`src/rtl/writeback_queue.sv`:
```
// Register-file write-port queue: in-order FIFO of {rd, result} drained one entry per cycle,
// with a pending-destination mask for decode. Define WB_BYPASS_EN for the source-operand bypass lookup.
module writeback_queue #(
    parameter int BUS_DATA_WIDTH = 64,
    parameter int DEPTH          = 4
) (
    input  logic                      clk,
    input  logic                      reset,
    input  logic                      in_valid,
    output logic                      in_ready,
    input  logic [4:0]                in_rd,
    input  logic [BUS_DATA_WIDTH-1:0] in_result,
    input  logic                      stall_wb,
    output logic                      wr_en,
    output logic [4:0]                stage5_rd,
    output logic [BUS_DATA_WIDTH-1:0] stage5_result,
    output logic [31:0]               busy_mask,
    output logic [$clog2(DEPTH):0]    count
`ifdef WB_BYPASS_EN
    ,
    input  logic [4:0]                stage1_rs1,
    input  logic [4:0]                stage1_rs2,
    output logic                      byp_rs1_hit,
    output logic                      byp_rs2_hit,
    output logic [BUS_DATA_WIDTH-1:0] byp_rs1_data,
    output logic [BUS_DATA_WIDTH-1:0] byp_rs2_data
`endif
);

    localparam int PTR_W = $clog2(DEPTH);
    localparam int CNT_W = PTR_W + 1;
    localparam logic [CNT_W-1:0] FULL_CNT = CNT_W'(DEPTH);

    logic [PTR_W-1:0]          wr_ptr_q, wr_ptr_d;
    logic [PTR_W-1:0]          rd_ptr_q, rd_ptr_d;
    logic [CNT_W-1:0]          count_q, count_d;
    logic [4:0]                ent_rd_q   [DEPTH];
    logic [4:0]                ent_rd_d   [DEPTH];
    logic [BUS_DATA_WIDTH-1:0] ent_data_q [DEPTH];
    logic [BUS_DATA_WIDTH-1:0] ent_data_d [DEPTH];
    logic [DEPTH-1:0]          ent_vld;
    logic                      head_vld;
    logic                      push;
    logic                      pop;

    // Outputs are masked while reset is low so nothing is written in the reset cycle.
    always_comb begin
        in_ready      = (count_q != FULL_CNT);
        head_vld      = (count_q != '0) && reset;
        push          = in_valid && in_ready && (in_rd != 5'd0) && reset;
        pop           = head_vld && !stall_wb;
        wr_en         = pop;
        stage5_rd     = head_vld ? ent_rd_q[rd_ptr_q]   : 5'd0;
        stage5_result = head_vld ? ent_data_q[rd_ptr_q] : '0;
        count         = count_q;
    end

    always_comb begin
        ent_vld = '0;
        for (int k = 0; k < DEPTH; k++) begin
            if (CNT_W'(k) < count_q) begin
                ent_vld[rd_ptr_q + PTR_W'(k)] = 1'b1;
            end
        end
    end

    always_comb begin
        busy_mask = '0;
        for (int i = 0; i < DEPTH; i++) begin
            if (ent_vld[i] && reset) begin
                busy_mask[ent_rd_q[i]] = 1'b1;
            end
        end
        busy_mask[0] = 1'b0;
    end

    always_comb begin
        wr_ptr_d   = wr_ptr_q;
        rd_ptr_d   = rd_ptr_q;
        count_d    = count_q;
        ent_rd_d   = ent_rd_q;
        ent_data_d = ent_data_q;
        if (push) begin
            ent_rd_d[wr_ptr_q]   = in_rd;
            ent_data_d[wr_ptr_q] = in_result;
            wr_ptr_d             = wr_ptr_q + PTR_W'(1);
        end
        if (pop) begin
            rd_ptr_d = rd_ptr_q + PTR_W'(1);
        end
        case ({push, pop})
            2'b10:   count_d = count_q + CNT_W'(1);
            2'b01:   count_d = count_q - CNT_W'(1);
            default: count_d = count_q;
        endcase
    end

    always_ff @(posedge clk) begin
        if (!reset) begin
            wr_ptr_q <= '0;
            rd_ptr_q <= '0;
            count_q  <= '0;
            for (int i = 0; i < DEPTH; i++) begin
                ent_rd_q[i]   <= '0;
                ent_data_q[i] <= '0;
            end
        end else begin
            wr_ptr_q   <= wr_ptr_d;
            rd_ptr_q   <= rd_ptr_d;
            count_q    <= count_d;
            ent_rd_q   <= ent_rd_d;
            ent_data_q <= ent_data_d;
        end
    end

`ifdef WB_BYPASS_EN
    logic [PTR_W-1:0] byp_idx;

    // Walk oldest to youngest so the last match left standing is the youngest.
    always_comb begin
        byp_idx      = '0;
        byp_rs1_hit  = 1'b0;
        byp_rs2_hit  = 1'b0;
        byp_rs1_data = '0;
        byp_rs2_data = '0;
        for (int k = 0; k < DEPTH; k++) begin
            byp_idx = rd_ptr_q + PTR_W'(k);
            if ((CNT_W'(k) < count_q) && reset) begin
                if ((stage1_rs1 != 5'd0) && (ent_rd_q[byp_idx] == stage1_rs1)) begin
                    byp_rs1_hit  = 1'b1;
                    byp_rs1_data = ent_data_q[byp_idx];
                end
                if ((stage1_rs2 != 5'd0) && (ent_rd_q[byp_idx] == stage1_rs2)) begin
                    byp_rs2_hit  = 1'b1;
                    byp_rs2_data = ent_data_q[byp_idx];
                end
            end
        end
    end
`endif

endmodule

```
`config.mk`:
```
export PLATFORM = sky130hd
export DESIGN_NAME = writeback_queue
export DESIGN_NICKNAME = d
export VERILOG_FILES = /design/src/rtl/writeback_queue.sv
export SDC_FILE = /design/constraint.sdc
export NUM_CORES = 1
export LEC_CHECK = 0
export BUFFER_PORTS_ARGS = -buffer_cell sky130_fd_sc_hd__buf_2
export CAP_MARGIN = 10
export CORE_MARGIN = 5
export CORE_UTILIZATION = 53
export DETAILED_ROUTE_END_ITERATION = 6
export GPL_TIMING_DRIVEN = 0
export PLACE_DENSITY = 0.88
export SYNTH_ARGS = -nofsm -noshare
export SYNTH_HDL_FRONTEND = slang
export SYNTH_SLANG_ARGS = --single-unit
```
`constraint.sdc`:
```
create_clock -name clk -period 3.3 [get_ports clk]
set_input_delay 0.33 -clock clk [delete_from_list [all_inputs] [get_ports clk]]
set_output_delay 0.33 -clock clk [all_outputs]
set_load 0.03 [all_outputs]
```
==> flow_summary.yaml, run 1 <==
setup_path:
  cp-end-kind: "output pin"
  worst_ep_required_time_ns: 2.97
  worst-path-max-fanout: 10
  arrival_ns: 2.97
  critical_path.startpoint_type: "flop"
  path_class: "flop to output pin"
pwr:
  p_leak_nw: 6.280
  seqPwrFrac: 0.436
  power.density_cell_area_nw_per_um2: 458.4
  share_clk_of_total_power: 0.389
  switchingPower_w: 0.002315
  cellInternalPower_w: 0.005820
  netSwitchingFraction: 0.2846
  power.ir.vdd_worst_mv: 0.5263
  combinationalPowerShare: 0.175
route:
  drt_first_pass_iters: 6
  avgViaCountPerCell: 6.294
  dr_total_vias: 15320
  route.final.wire_length_um: 52930
  drtAntennaViolNets: 0
  remaining_drc_errors: 0
  drt_first_iter_violations: 1796
  drt-wirelength-per-cell_um: 21.75
yosys:
  number_of_distinct_library_cell_variants_in_the_gate_level_netlist_after_synthesis: 58
  yosys_warnings: 0
  synth_nets: 1920
  number_of_synthesized_flops_with_an_enable_pin: 0
  postSynth.asyncResetShare: 0
  post_synth.cell_area_avg_um2: 7.917
  yosys_register_bits: 283
  postSynthCellCount: 1830
  synth_area_um2: 14490
  yosysSeqAreaShare: 0.3910
  postSynth.topFlopCell: "dfxtp_1"
clock_tree:
  max-clock-path-buffers: 3
  cts.clk_slew.worst_paths_ns: 0.07
  htree_num_levels: 1
  cts_hold_buf: 0
  clk_tree_root_cell: "clkbuf_16"
  clkSinkCount: 283
  cts-buffers-inserted: 28
  cts_tree: "done"
  clock_latency_of_the_later_clocked_register_in_the_worst_skew_pair_ns: 0.56
place:
  place_congestion: 1.021
  placement.setup.worst_slack_ns: -0.9598
  dpl.hpwl_um: 36460
  place.port_buffers: 177
grt:
  grt.busiest_layer: "met2"
  total_routing_usage_reported_by_global_routing: 0.3250
  grt_util_met2: 0.5474
  pin_count_of_the_biggest_net_entering_global_routing: 16
  groute.layer.met3.usage: 0.06199
  antenna_found_initial: 7
  globalRouteOverflowTotal: 0
  grt_pass1_vias: 14770
  grt_pass1_wl_um: 80450
  grt.met1_usage: 0.4045
floorplanning:
  initial_core_util: 0.5376
  floorplan.io_pins: 179
  floorplan.die.height_um: 175.3
  fp.dieW_um: 175.3
  core_region_area_um2: 26950
  design.die.area_um2: 30740
  num_rows: 60
sta:
  period_needed_ns: 3.302
  final_min_period_over_clock_period: 1.001
  post-route-worst-setup-slack_ns: -0.002220
  rsz0062_at_grt: "yes"
  slew-limit-headroom: 0.09049
  tightest_slew_ns: 1.354
  clock-skew-final_ns: 0.02101
  timing_hold_violations_final: 0
  finalSetupViolations: 1
  setup_total_negative_slack_ns: -0.002220
  drv_slew: 0
  maximum_clock_frequency_ghz: 0.3028
job:
  reported_max_cap_violation_count: 0
finish:
  layout-area-overhead-vs-synth_pct: 22.49
  fraction_of_layout_instances_using_a_drive_strength_above_1: 0.2340
  nNetsFinal: 2159
run_status:
  status: "complete, but fails checks"
  violations: "negative setup slack"
worst_hold_path:
  min_path_type: "input pin to flop"
-- logic make-up (layout without fill, tap and decap cells) --
family                     after synthesis  in the layout  synth area share
and+or+nand+nor                        859            859            0.2639
AOI/OAI and AO/OA                      427            427            0.1641
DFF                                    283            283            0.3910
buffers and inverters                  168            428           0.05492
muxes                                   72             72            0.1093
adders and majority gates               17             17           0.01468
xor gates and xnor gates                 3              3          0.001814
other                                    1              4         0.0002588
-- routing by layer --
metal  vias to the layer above  part of all wire
met1                      7230              0.36
met4                         8             0.055
met3                       244              0.11
li1                       6766                 -
met2                      1071              0.48
met5                         -           0.00089
-- final timing paths --
check / startpoint / end / slack (ns) / cells past startpoint
min: in_result[49] / ent_data_q[113]$_SDFFE_PN0P_ / 0.04 / 3
max: count[2]$_SDFFE_PN0P_ / stage5_result[1] / -0.002 / 6
max reg2reg: count[2]$_SDFFE_PN0P_ / count[2]$_SDFFE_PN0P_ / 0.22 / 8
min reg2reg: ent_data_q[244]$_SDFFE_PN0P_ / ent_data_q[244]$_SDFFE_PN0P_ / 0.45 / 2
-- power by group through the flow --
stage | registers (W) | logic, W | clock network [W]
floorplan | 0.00362 | 0.000738 | 0
detailed placement | 0.00362 | 0.00113 | 0
finish | 0.00355 | 0.00142 | 0.00316
global placement | 0.00362 | 0.00111 | 0
CTS | 0.00355 | 0.00131 | 0.00317
global route | 0.00356 | 0.00150 | 0.00333
-- cells in the final DEF (no fill, tap or decap), drive strengths merged, types with 28 or more instances in the layout --
master	netlist	routed
nand2	612	612
a21oi	336	336
dfxtp	283	283
buf	74	280
clkbuf	83	125
nor2b	83	83
mux4	69	69
a22oi	42	42
nand3	39	39
nor3	28	28
-- critical path, stage by stage, from the launching register on --
cell,delay (ns)
dfxtp_1,0.43
clkbuf_1,0.41
inv_1,0.18
a21o_1,0.39
clkbuf_2,0.36
nor2b_1,0.39
buf_2,0.28
-- sequential cells by signal (all words and copies together) (netlist names) --
| signal | flops |
|---|---|
| wr_ptr_q | 2 |
| count | 3 |
| rd_ptr_q | 2 |
| ent_data_q | 256 |
| ent_rd_q | 20 |
-- synthesized netlist by cell type (3+ instances only) --
master,count,area share
buf_6,10,0.0078
a31oi_1,11,0.0047
and3b_1,8,0.0048
nor2b_1,83,0.036
and3_1,5,0.0022
mux2i_1,3,0.0021
or3_1,4,0.0017
and4b_1,6,0.0041
inv_1,10,0.0026
and2_1,7,0.0030
o21ai_0,5,0.0017
a32oi_1,7,0.0042
ha_1,17,0.015
nor3_1,28,0.0097
nand2b_1,3,0.0013
and2_4,3,0.0018
nor4bb_1,6,0.0041
buf_2,43,0.015
mux4_2,69,0.11
nand2_1,608,0.16
buf_4,9,0.0047
clkbuf_1,81,0.021
nor3b_1,10,0.0052
nand2_2,4,0.0017
a221oi_1,11,0.0066
nor4b_1,5,0.0030
nand3_1,39,0.013
nor2_1,27,0.0070
dfxtp_1,283,0.39
buf_1,12,0.0031
a22oi_1,42,0.022
a21oi_1,336,0.12
-- what timing repair did --
| item | 4_1_cts | 5_1_grt |
|---|---|---|
| pin swaps | 18 | 24 |
| setup endpoints to repair | 95 | 33 |
| resized for setup | 109 | 72 |
| endpoints found under the hold margin | 0 | 0 |
| gates cloned | 1 | 0 |
| setup buffers | 14 | 21 |
-- through the flow --
step | hold WS [ns] | cells | util | cell area, um^2 | total power, W
after floorplan | 0.4331 | 1830 | - | 14490 | 0.004355
after global placement | 0.4384 | 2348 | 0.5864 | 15800 | 0.004723
after detailed placement | 0.4431 | 2350 | 0.5869 | 15820 | 0.004750
after CTS | 0.02421 | 2412 | 0.6446 | 17370 | 0.008025
after global routing | 0.02983 | 2434 | 0.6585 | 17750 | 0.008390
final | 0.04000 | 2434 | 0.6585 | 17750 | 0.008135
-- layout make-up --
cell class                      instances  area (um^2)
Antenna cell                            3        7.507
Buffer                                152        843.3
Clock buffer                           39        802.0
Clock inverter                         12        117.6
Fill cell                            2102         9204
Inverter                               11        48.80
Multi-Input combinational cell       1379         8549
Sequential cell                       283         5673
Tap cell                              341        426.7
Timing Repair Buffer                  214         1279
No activity file was read; power rests on OpenSTA's default activity.
==> run 2: changes to the inputs <==
--- a/config.mk
+++ b/config.mk
@@ -5,10 +5,12 @@
 export SDC_FILE = /design/constraint.sdc
 export NUM_CORES = 1
 export LEC_CHECK = 0
+export ABC_AREA = 1
 export BUFFER_PORTS_ARGS = -buffer_cell sky130_fd_sc_hd__buf_2
 export CAP_MARGIN = 10
 export CORE_MARGIN = 5
 export CORE_UTILIZATION = 53
+export CTS_CLUSTER_DIAMETER = 80
 export DETAILED_ROUTE_END_ITERATION = 6
 export GPL_TIMING_DRIVEN = 0
 export PLACE_DENSITY = 0.88
==> flow_summary.yaml, run 2 <==
sta:
  final_min_period_over_clock_period: 0.9749
  setup_total_negative_slack_ns: 0
  clock-skew-final_ns: 0.02579
  tightest_slew_ns: 0.9661
  slew-limit-headroom: 0.3559
  hold_ws_ns: 0.04786
  timing_hold_violations_final: 0
  rsz0062_at_grt: "yes"
  maximum_clock_frequency_ghz: 0.3108
  period_needed_ns: 3.217
  finalSetupViolations: 0
  drv_slew: 0
route:
  drt_first_pass_iters: 7
  drt-wirelength-per-cell_um: 18.35
  drt_first_iter_violations: 2215
  dr_total_vias: 15630
  route.final.wire_length_um: 48060
  remaining_drc_errors: 6
  drtAntennaViolNets: 0
  avgViaCountPerCell: 5.968
setup_path:
  worst_ep_required_time_ns: 2.97
  cp-end-kind: "output pin"
  critical_path.startpoint_type: "flop"
  path_class: "flop to output pin"
  worst-path-max-fanout: 15
  arrival_ns: 2.89
finish:
  top_register: "ent_data_q"
  fraction_of_layout_instances_using_a_drive_strength_above_1: 0.1381
  layout-area-overhead-vs-synth_pct: 16.23
  largest_register_ffs: 256
  nNetsFinal: 2350
  final_area_um2: 16340
  finish.utilization: 0.6269
  layout.cells.most_common_list: "492 x a21oi_1, 335 x nand2_1, 289 x o21ai_0, 282 x dfxtp_1, 207 x buf_2"
  mostFrequentLayoutCell: "a21oi_1"
floorplanning:
  floorplan.io_pins: 179
  num_rows: 59
  floorplan.die.height_um: 172.8
  design.die.area_um2: 29880
  fp.dieW_um: 172.8
  core_region_area_um2: 26060
  initial_core_util: 0.5393
grt:
  grt_pass1_vias: 14670
  globalRouteOverflowTotal: 0
  total_routing_usage_reported_by_global_routing: 0.3002
  grt_pass1_wl_um: 75670
  pin_count_of_the_biggest_net_entering_global_routing: 21
  antenna_found_initial: 6
yosys:
  netlist_top_cells_area: "dfxtp_1 40%, a21oi_1 18%, o21ai_0 10%"
  postSynthCellCount: 2056
  postSynth.asyncResetShare: 0
  yosys.cell_count.top_type: "a21oi_1"
  yosys_register_bits: 283
  netlist_top_cells_count: "492 x a21oi_1, 335 x nand2_1, 289 x o21ai_0, 283 x dfxtp_1, 178 x inv_1"
  number_of_distinct_library_cell_variants_in_the_gate_level_netlist_after_synthesis: 26
  synth_area_leader_cell: "dfxtp_1"
  yosys_warnings: 0
  synth_area_um2: 14050
  post_synth.cell_area_avg_um2: 6.836
  postSynth.topFlopCell: "dfxtp_1"
  yosysSeqAreaShare: 0.4031
  synth_nets: 2146
  number_of_synthesized_flops_with_an_enable_pin: 0
  synth.top_cell.area_share: 0.4031
pwr:
  p_leak_nw: 6.163
  power.density_cell_area_nw_per_um2: 500.7
  power.ir.vdd_worst_mv: 0.3536
job:
  reported_max_cap_violation_count: 0
clock_tree:
  cts_tree: "done"
  max-clock-path-buffers: 3
  clk_tree_root_cell: "clkbuf_16"
  clock_latency_of_the_later_clocked_register_in_the_worst_skew_pair_ns: 0.56
  cts-buffers-inserted: 28
  clkSinkCount: 283
  htree_num_levels: 1
  cts.clk_slew.worst_paths_ns: 0.07
  cts_hold_buf: 0
run_status:
  status: "complete, but fails checks"
  violations: "design-rule violations"
place:
  place.port_buffers: 176
  placed_area_um2: 15350
  place_congestion: 1.011
  dpl.hpwl_um: 34360
worst_hold_path:
  min_path_type: "input pin to flop"
## run 2: cell types whose count changed after synthesis, moves of 11 or more
cell / change
a21oi_1: +156
a221oi_1: -11
a22oi_1: -42
a31oi_1: -11
buf_6: +21
inv_1: +168
mux4_2: -69
nand2_1: -273
nand3_1: +83
nand4_1: +26
nor2_1: +82
nor2b_1: -83
nor3_1: -14
o21ai_0: +284
## run 2: worst max-delay path, stage by stage, from the launching register on
cell	delay, ns
dfxtp_2	0.43
inv_4	0.14
clkbuf_4	0.24
ha_1	0.25
nand2_1	0.07
nand4_1	0.28
buf_4	0.28
nand3_1	0.07
nand2_1	0.11
nor2_1	0.20
nand2_1	0.08
buf_2	0.18
## run 2: metrics by stage
step	setup slack (ns)	instances	power, W
finish	0.08283	2619	0.008180
global route	-0.0003972	2619	0.008414
CTS	0.05600	2616	0.008127
detailed placement	-0.09501	2567	0.004867
global placement	-0.1153	2567	0.004834
floorplan	0.6507	2056	0.004440
## run 2: area by class of cell
class,count,area [um^2]
repair buffers,176,880.8
plain buffers,163,924.6
fillers,2271,9723
well taps,335,419.2
multi-input cells,1422,6770
clock buffers,40,815.8
clock inverters,11,145.1
flip-flops and latches,283,5667
inverters,186,705.7
diodes,3,7.507
## run 2: timing repair
action | in CTS | in global routing
setup endpoints to repair | 36 | 19
gates resized for setup | 5 | 5
pin swaps | 0 | 0
setup buffers | 0 | 0
## run 2: layer usage
layer / track usage / part of all wire / vias to the layer above / routed length, um
met5: 0 / 0.00098 / - / 47
met3: 0.06332 / 0.10 / 210 / 4901
li1: - / - / 7280 / -
met2: 0.4822 / 0.45 / 932 / 21760
met4: 0.1438 / 0.051 / 6 / 2472
met1: 0.3863 / 0.39 / 7201 / 18880
## run 2: cells by family (layout without fill, tap and decap cells)
kind of cell,Yosys count,count (layout),share of synthesized area
AO/OA/AOI/OAI,786,786,0.2801
XOR/XNOR,1,1,0.0006233
adder cells (fa/ha/maj),17,17,0.01513
buffers and inverters,351,576,0.1156
flip-flops,283,283,0.4031
other,1,4,0.0002668
AND/OR/NAND/NOR,617,617,0.1853
## run 2: report_power, final
part	total, W	internal (W)	switching [W]
registers	0.00359	0.00353	0.0000571
clock network	0.00333	0.00195	0.00138
logic	0.00126	0.000346	0.000915
## run 2: worst paths after layout
kind,from,to,slack (ns),cells after the start
max,rd_ptr_q[0]$_SDFFE_PN0P_,busy_mask[9],0.08,11
min,in_result[17],ent_data_q[17]$_SDFFE_PN0P_,0.05,3
max reg2reg,count[0]$_SDFFE_PN0P_,count[2]$_SDFFE_PN0P_,0.79,10
min reg2reg,ent_data_q[144]$_SDFFE_PN0P_,ent_data_q[144]$_SDFFE_PN0P_,0.45,2
